<file path="src/rtl/queue_dispatch.sv">
// queue_dispatch: two-entry registered skid FIFO between an upstream circular
// FIFO and a valid/ready consumer. Each popped entry is stamped with a wrapping
// sequence tag. Optional transfer statistics are enabled by defining
// QUEUE_DISPATCH_STATS_EN, which adds the dispatchCount_OUT port.
module queue_dispatch #(
    parameter int unsigned DATA_WIDTH = 8,
    parameter int unsigned TAG_WIDTH  = 4
) (
    input  logic                  clk,
    input  logic                  reset,
    input  logic                  qEmpty_IN,
    input  logic [DATA_WIDTH-1:0] qData_IN,
    output logic                  qPopReq_OUT,
    input  logic                  flush_IN,
    output logic                  valid_OUT,
    output logic [DATA_WIDTH-1:0] data_OUT,
    output logic [TAG_WIDTH-1:0]  tag_OUT,
    input  logic                  ready_IN
`ifdef QUEUE_DISPATCH_STATS_EN
    ,
    output logic [15:0]           dispatchCount_OUT
`endif
);

    localparam int unsigned COUNT_WIDTH = 16;

    typedef enum logic [1:0] {
        EMPTY = 2'd0,
        ONE   = 2'd1,
        TWO   = 2'd2
    } occState_t;

    occState_t             occState, occStateNext;
    logic [DATA_WIDTH-1:0] headData, headDataNext;
    logic [TAG_WIDTH-1:0]  headTag, headTagNext;
    logic [DATA_WIDTH-1:0] tailData, tailDataNext;
    logic [TAG_WIDTH-1:0]  tailTag, tailTagNext;
    logic [TAG_WIDTH-1:0]  tagCount, tagCountNext;
    logic                  popReq;
    logic                  xfer;

`ifdef QUEUE_DISPATCH_STATS_EN
    logic [COUNT_WIDTH-1:0] dispatchCount, dispatchCountNext;
`endif

    // State, slot and counter registers; reset overrides flush, pop and transfer
    always_ff @(posedge clk) begin
        if (reset) begin
            occState <= EMPTY;
            headData <= '0;
            headTag  <= '0;
            tailData <= '0;
            tailTag  <= '0;
            tagCount <= '0;
`ifdef QUEUE_DISPATCH_STATS_EN
            dispatchCount <= '0;
`endif
        end else begin
            occState <= occStateNext;
            headData <= headDataNext;
            headTag  <= headTagNext;
            tailData <= tailDataNext;
            tailTag  <= tailTagNext;
            tagCount <= tagCountNext;
`ifdef QUEUE_DISPATCH_STATS_EN
            dispatchCount <= dispatchCountNext;
`endif
        end
    end

    // Next-state, slot movement and tag/statistics update
    always_comb begin
        popReq       = !qEmpty_IN && !flush_IN && !reset && (occState != TWO);
        xfer         = (occState != EMPTY) && ready_IN && !flush_IN && !reset;
        occStateNext = occState;
        headDataNext = headData;
        headTagNext  = headTag;
        tailDataNext = tailData;
        tailTagNext  = tailTag;
        tagCountNext = tagCount;
`ifdef QUEUE_DISPATCH_STATS_EN
        dispatchCountNext = dispatchCount;
        if (xfer) begin
            dispatchCountNext = dispatchCount + COUNT_WIDTH'(1);
        end
`endif

        if (popReq) begin
            tagCountNext = tagCount + TAG_WIDTH'(1);
        end

        case (occState)
            EMPTY: begin
                if (popReq) begin
                    occStateNext = ONE;
                    headDataNext = qData_IN;
                    headTagNext  = tagCount;
                end
            end
            ONE: begin
                if (popReq && xfer) begin
                    // Head leaves and the new entry takes its place directly
                    headDataNext = qData_IN;
                    headTagNext  = tagCount;
                end else if (popReq) begin
                    occStateNext = TWO;
                    tailDataNext = qData_IN;
                    tailTagNext  = tagCount;
                end else if (xfer) begin
                    occStateNext = EMPTY;
                end
            end
            TWO: begin
                if (xfer) begin
                    occStateNext = ONE;
                    headDataNext = tailData;
                    headTagNext  = tailTag;
                end
            end
            default: begin
                occStateNext = EMPTY;
            end
        endcase

        if (flush_IN) begin
            occStateNext = EMPTY;
        end
    end

    // Output presentation: oldest entry, zeroed when nothing is held
    always_comb begin
        qPopReq_OUT = popReq;
        valid_OUT   = (occState != EMPTY) && !reset;
        data_OUT    = valid_OUT ? headData : '0;
        tag_OUT     = valid_OUT ? headTag : '0;
`ifdef QUEUE_DISPATCH_STATS_EN
        dispatchCount_OUT = dispatchCount;
`endif
    end

endmodule
</file>
<file path="config.mk">
export PLATFORM = sky130hd
export DESIGN_NAME = queue_dispatch
export DESIGN_NICKNAME = d
export VERILOG_FILES = /design/src/rtl/queue_dispatch.sv
export SDC_FILE = /design/constraint.sdc
export NUM_CORES = 1
export LEC_CHECK = 0
export BUFFER_PORTS_ARGS = -buffer_cell sky130_fd_sc_hd__buf_2
export CAP_MARGIN = 20
export CORE_UTILIZATION = 55
export CTS_CLUSTER_SIZE = 10
export DETAILED_ROUTE_END_ITERATION = 7
export PLACE_DENSITY = 0.9
export SETUP_SLACK_MARGIN = 0.15
export SLEW_MARGIN = 20
export SYNTH_ARGS = -nofsm -noshare
export SYNTH_HDL_FRONTEND = slang
export SYNTH_SLANG_ARGS = --single-unit
</file>
<file path="constraint.sdc">
create_clock -name clk -period 2.1 [get_ports clk]
set_input_delay 0.42 -clock clk [delete_from_list [all_inputs] [get_ports clk]]
set_output_delay 0.42 -clock clk [all_outputs]
set_load 0.01 [all_outputs]
</file>
# After elaboration in Yosys (flattened, before gate mapping)
# Index checks and enable logic that the tools add are counted.
# totals
reg_bits,30
in_bits,13
out_inout_bits,14
word_cells,50
# op_classes
add_sub_neg,1
eq_ne,8
mux,16
n_bitwise,1
n_reduce_logical,18
# ops
operator,count
8-bit 2-to-1 mux,4
8-bit one-hot mux with 3 select lines,1
4-bit 2-to-1 mux,4
4-bit one-hot mux with 3 select lines,1
2-bit 2-to-1 mux,5
2-bit != test (second input constant),5
1-bit logical AND,8
4-bit AND reduction,2
2-bit one-hot mux with 3 select lines,1
4-bit by 1-bit adder with 4-bit output (second input constant),1
1-bit logical NOT,3
3-bit != test (second input constant),1
3-bit AND reduction,1
3-bit nonzero test,1
2-bit by 1-bit == test with 1-bit output (second input constant),1
2-bit == test (second input constant),1
2-bit logical NOT,1
2-bit nonzero test,1
2-bit OR reduction,1
1-bit inverter,1

# Logic depth before layout (Yosys ltp)
# Gate-level depths: netlist of run 1.
# logic_depth
ltp_word,8
mapped_depth,6
depth_no_buf,4

# Worst setup path after synthesis of run 1
# Ideal clock, no wire load.
# synth_path
path_kind,register to output
start,reg occState[1]
end,out data_OUT[1]
arrival_ps,1137
required_time_ps,1680
path_slack_ps,543
path_stages_with_launch,5
n_path_buf,1
cell_sequence,dfxtp_1 -> nor2_1 -> nor2_1 -> clkbuf_1 -> and2_1
# synth_via
elab_chain_cells,3
# synth_lines
element,line,text
from (decl),33,"occState_t occState, occStateNext;"
from (signal assigned),59,occState <= occStateNext;
2-bit nonzero test,133,valid_OUT = (occState != EMPTY) && !reset;
1-bit logical AND,133,
via valid_OUT,15,"output logic valid_OUT,"
8-bit 2-to-1 mux,134,data_OUT = valid_OUT ? headData : '0;
to (decl),16,"output logic [DATA_WIDTH-1:0] data_OUT,"
# The timed path passes the listed nets, and every way through them passes these cells.

# Worst setup path after layout of run 1
# layout_path
start,reg occState[1]
end,out data_OUT[6]
# layout_via
elab_chain_cells,3
# layout_lines
element,line
2-bit nonzero test,133
1-bit logical AND,133
8-bit 2-to-1 mux,134
# No other way between the ends.

==> flow_summary.toml, run 1 <==
[outcome]
outcome = "finished, final reports clean"

[yosys]
synth_cells = 144
synth_most_common_cell = "dfxtp_1"
synth_seq_cells = 30
ys_async_sr_fraction_pct = 0
synth_area_leader_cell = "dfxtp_1"
yosysTopAreaCellShare_pct = 42.4
netlist_top_cells_area = "dfxtp_1, mux2i_1, and2_1, a211oi_1, nor2_1"
ys.flop_type = "dfxtp_1"
yosysWarningCount = 0
mappedNetlistNets = 158
synth_edf_count = 0
ys_seq_area_share_pct = 42.4
synth.avg_cell_area_um2 = 9.84
synth_common_cells = "dfxtp_1, mux2i_1, nor2_1"
syn_area_um2 = 1420
synth_cell_types = 27

[clocking]
cts-root-buf = "clkbuf_4"
clk_latency_ns = 0.34
h-tree-depth = 2
cts_buffers = 5
clock_path_buffers = 2
cts.sinks = 30
cts_tree = "built"
cts.reportedPaths.clkPinSlew_ns = 0.10
hold_buffers = 0
postCtsSetupRepairBufs = 0

[worst_setup_path]
r2r_slack_ns = 0.54
crit_fanout = 13
crit_type = "flip-flop to output pin"
cp_data_required_time_ns = 1.68
setup.worst_path.start_class = "flip-flop"
cp-end-kind = "output pin"
cp_data_arrival_time_ns = 1.37

[route]
drt.antenna.violating_nets = 0
dr.pass1.iters = 5
wl_per_cell_um = 14.0
wl_um = 2850
via_count = 1132
vias_per_cell = 5.58
route.detailed.drc = 0
initialDrtViolationCount = 20

[floorplan]
coreArea_um2 = 2450
ios = 27
rows = 18
die_h_um = 52.7
die-area_um2 = 2780
die_w_um = 52.7
start_util_pct = 57.7

[cells_and_area]
antenna_cells = 0
area_growth_pct = 14.2
multi_input_area_um2 = 743
nets = 186
postLayoutCellArea_um2 = 1620
drive_above_1_share_pct = 27.2
seq_area_um2 = 602
nFillCells = 207

[power]
vdd.ir_drop.worst_uv = 557
p_per_area_nw_per_um2 = 653
p_leak_nw = 0.836
power_mw = 1.06

[grt]
grt_pass1_wl_um = 4330
grt_max_degree = 22
grt_use_total_pct = 22.5
overflow = 0
antenna_found_initial = 0
grt_pass1_vias = 1048

[placed_design]
port_buffers = 26
place.gp.congestion = 0.727
dp_hpwl_um = 2000
placed_cell_area_um2 = 1550

[run]
drv_cap = 0

[timing]
rsz0062_at_grt = "false"
clock.fmax_ghz = 0.558
hold_viol_final = 0
setup-violations-final = 0
maxSlewHeadroom_pct = 60.7
finalCriticalPeriod_ns = 1.79
final_max_slew_viol_count = 0
worst_pin_slew_ns = 0.589
period_share_pct = 85.3
setup-tns-final_ns = 0
worst_clock_skew_ns = 0.00622

[hold_path]
hold_class = "input port to flip-flop"
-- stage by stage --
stage	std cells	worst slack [ns]	hold slack, ns	utilization, %
floorplan	144	0.543	0.463	-
global placement	195	0.408	0.474	63.3
detailed placement	195	0.324	0.494	63.3
CTS	203	0.194	0.344	65.9
global route	203	0.207	0.338	65.9
finish	203	0.308	0.333	65.9
-- what timing repair did --
action | in CTS | in global routing
resized for setup | 0 | 1
endpoints found under the setup margin | 0 | 12
endpoints found under the hold margin | 0 | 0
-- registers in the layout, summed over array words and instances, names as in the netlist --
name	count
headData	8
headTag	4
occState	2
tagCount	4
tailData	8
tailTag	4
-- routing by layer --
layer  up-vias  track usage, %  wire (um)
met1       537            23.9       1170
met3         7            9.57        120
met4         0            9.21         52
li1        562               -          -
met5         -               0          0
met2        26            38.8       1510
-- kinds of logic after synthesis --
kind of cell    Yosys count  share of synthesized area (%)
fa+ha+maj                 1                          0.883
mux                      25                           17.7
buf+inv                  11                           5.12
xor+xnor                  3                           1.86
simple gates             45                           17.8
flops                    30                           42.4
compound gates           29                           14.3
-- critical path, stage by stage (launching register included) --
cell and delay (ns):
dfxtp_2 0.43, nor2_1 0.08, nor2_1 0.09, buf_4 0.17, and2_1 0.14, buf_2 0.13
-- placed cells by master (no fill, tap or decap), types with 5 or more instances in the layout --
cell | synthesis | final
buf_4 | 4 | 5
buf_2 | 1 | 26
a21oi_1 | 14 | 14
nor2_1 | 19 | 19
and2_1 | 14 | 14
mux2i_1 | 25 | 25
clkbuf_4 | 0 | 5
dfxtp_1 | 30 | 29
a211oi_1 | 10 | 10
-- where the power goes --
group | switching, mW | total (mW) | internal [mW]
sequential | 0.00899 | 0.593 | 0.584
clock | 0.206 | 0.366 | 0.161
combinational | 0.0570 | 0.0976 | 0.0406
-- final timing paths --
path	startpoint	endpoint	cells after the start
setup / recovery	occState[1]	data_OUT[6]	5
setup reg to reg	occState[0]	headData[2]	4
hold / removal	qData_IN[1]	tailData[1]	3
hold reg to reg	tailData[0]	tailData[0]	2
-- cell type report --
| type | count | share of cell area, % |
|---|---|---|
| Tap cell | 30 | 2.32 |
| Clock inverter | 2 | 0.773 |
| Timing Repair Buffer | 31 | 10.4 |
| Clock buffer | 6 | 3.17 |
| Sequential cell | 30 | 37.2 |
| Multi-Input combinational cell | 103 | 45.9 |
| Inverter | 1 | 0.232 |
Power figures use the tool's default switching activity.
==> inputs of run 2 (changes only) <==
- CELL_PAD_IN_SITES_DETAIL_PLACEMENT: not set -> 0
- CELL_PAD_IN_SITES_GLOBAL_PLACEMENT: not set -> 1
- CORE_UTILIZATION: 55 -> 44
- MAX_ROUTING_LAYER: not set -> met4
- PLACE_DENSITY: 0.9 -> 0.93
==> run 2 against run 1 <==
Critical path depth decreased by 1. Worst setup slack got worse by 0.031 ns. Flip-flop and latch count unchanged. Via count decreased by 2.9%. Clock power increased by 16%. Die area increased by 24%. Sequential power about the same. Combinational power decreased by 1%. Total power increased by 5.5%. Core utilization decreased by 12 points. Largest cell class unchanged.
==> flow_summary.toml, run 2 (synthesis gave the netlist of run 1 again) <==
[outcome]
outcome = "finished, final reports clean"

[grt]
met2_usage_pct = 28.6
grt_pass1_wl_um = 4400
grt_use_met1_pct = 20.2
grt_pass1_vias = 983
grtUsageMet3_pct = 6.81
grt_use_total_pct = 18.1
top_usage_layer = "met2"
grt_max_degree = 29
overflow = 0
antenna_found_initial = 0

[clocking]
cts_buffers = 5
cts_tree = "built"
cts-root-buf = "clkbuf_4"
cts.sinks = 30
h-tree-depth = 2
clk_latency_ns = 0.33
clock_path_buffers = 2
cts.reportedPaths.clkPinSlew_ns = 0.09
postCtsSetupRepairBufs = 0

[hold_path]
holdPathStages = 3
hold_class = "input port to flip-flop"
hold_path.startpoint = "qData_IN[4]"
hold_end = "tailData[4]"

[worst_setup_path]
timing.rr.start = "occState[0]"
cp-end-kind = "output pin"
r2r_end = "headTag[2]"
setup.worst_path.start_class = "flip-flop"
rr_worst_depth = 4
crit_fanout = 6
critPathLaunch = "occState[0]"
crit_type = "flip-flop to output pin"
cp_data_arrival_time_ns = 1.40
r2r_slack_ns = 0.58
cp_data_required_time_ns = 1.68

[route]
initialDrtViolationCount = 59
dr.pass1.iters = 4
route.detailed.drc = 0
drt.antenna.violating_nets = 0
wl_um = 2800
vias_per_cell = 5.09
via_count = 1099
wl_per_cell_um = 13.0

[cells_and_area]
drive_above_1_share_pct = 26.7
area_growth_pct = 16.0
mostFrequentLayoutCell = "dfxtp_1"
antenna_cells = 0
nets = 185
postLayoutCellArea_um2 = 1640
final_cell_mix = "dfxtp_1, buf_2, mux2i_1"
reg_top3 = "headData (8), tailData (8)"

[power]
p_per_area_nw_per_um2 = 679
vdd.ir_drop.worst_uv = 327
clockPowerShare_pct = 38.2
netSwitchingFraction_pct = 23.5
p_leak_nw = 0.843
power.net_switching_uw = 262
pwr-share-seq_pct = 53.2
power_mw = 1.11
p_int_uw = 853
power.share.combinational_pct = 8.7

[timing]
setup-tns-final_ns = 0
maxSlewHeadroom_pct = 62.8
final_max_slew_viol_count = 0
clock.fmax_ghz = 0.549
rsz0062_at_grt = "true"
worst_pin_slew_ns = 0.559
hold_viol_final = 0
worst_clock_skew_ns = 0.00380
period_share_pct = 86.8
setup-violations-final = 0
finalCriticalPeriod_ns = 1.82

[placed_design]
placed_cell_area_um2 = 1560
place.gp.congestion = 0.750
port_buffers = 26
dp_hpwl_um = 2040

[floorplan]
coreArea_um2 = 3050
die-area_um2 = 3450
die_h_um = 58.7
die_w_um = 58.7
ios = 27
start_util_pct = 46.4
rows = 20

[run]
drv_cap = 0
==> run 2: changes by cell type in the layout (fill, tap and decap cells not counted), sizes merged <==
| cell | delta |
|---|---|
| clkinvlp | -1 |
| buf | -1 |
| clkbuf | +2 |
| clkinv | -1 |
==> run 2: metal layers <==
| metal | vias to the layer above | routed length [um] |
|---|---|---|
| li1 | 558 | - |
| met1 | 513 | 1210 |
| met2 | 21 | 1400 |
| met3 | 7 | 128 |
| met4 | 0 | 58 |
| met5 | - | 0 |
==> run 2: how the worst max path moves through the flow <==
| stage | endpoint | slack, ns | cells past startpoint |
|---|---|---|---|
| 3_5_place_dp | tailTag[2] | 0.32 | 5 |
| 2_1_floorplan | data_OUT[1] | 0.54 | 4 |
| 5_1_grt | qPopReq_OUT | 0.14 | 4 |
| 3_3_place_gp | tailData[5] | 0.43 | 5 |
| 6_report | qPopReq_OUT | 0.28 | 4 |
| 4_1_cts | qPopReq_OUT | 0.20 | 4 |
==> run 2: through the flow <==
stage / std cells / hold WS (ns) / util (%) / setup WS [ns]
finish: 216 / 0.338 / 53.8 / 0.277
global route: 216 / 0.334 / 53.8 / 0.136
CTS: 216 / 0.337 / 53.8 / 0.199
detailed placement: 208 / 0.489 / 51.2 / 0.317
global placement: 208 / 0.474 / 51.2 / 0.430
floorplan: 144 / 0.463 / - / 0.543
==> run 2: timing repair <==
action / in CTS / in global routing
resized for setup: 0 / 1
endpoints found under the setup margin: 0 / 13
endpoints found under the hold margin: 0 / 0
hold buffers: 0 / 0
==> run 2: area by class of cell <==
class / count / area, um2
fill: 298 / 1410
multi-input combinational: 103 / 743
sequential: 30 / 602
timing repair buffer: 30 / 160
tap: 44 / 55.1
clock buffer: 8 / 78.8
inverter: 1 / 3.75
==> run 2: power groups by stage <==
| stage | Sequential (mW) | Clock [mW] | Combinational (mW) |
|---|---|---|---|
| finish | 0.593 | 0.425 | 0.0965 |
| global route | 0.595 | 0.468 | 0.106 |
| CTS | 0.593 | 0.433 | 0.0971 |
| detailed placement | 0.606 | 0 | 0.0968 |
| global placement | 0.605 | 0 | 0.0932 |
| floorplan | 0.603 | 0 | 0.0656 |
==> run 2: critical path: stages (launching register included) <==
cell	delay, ns
dfxtp_1	0.38
nand2b_1	0.32
nand2_1	0.17
inv_1	0.08
buf_2	0.12
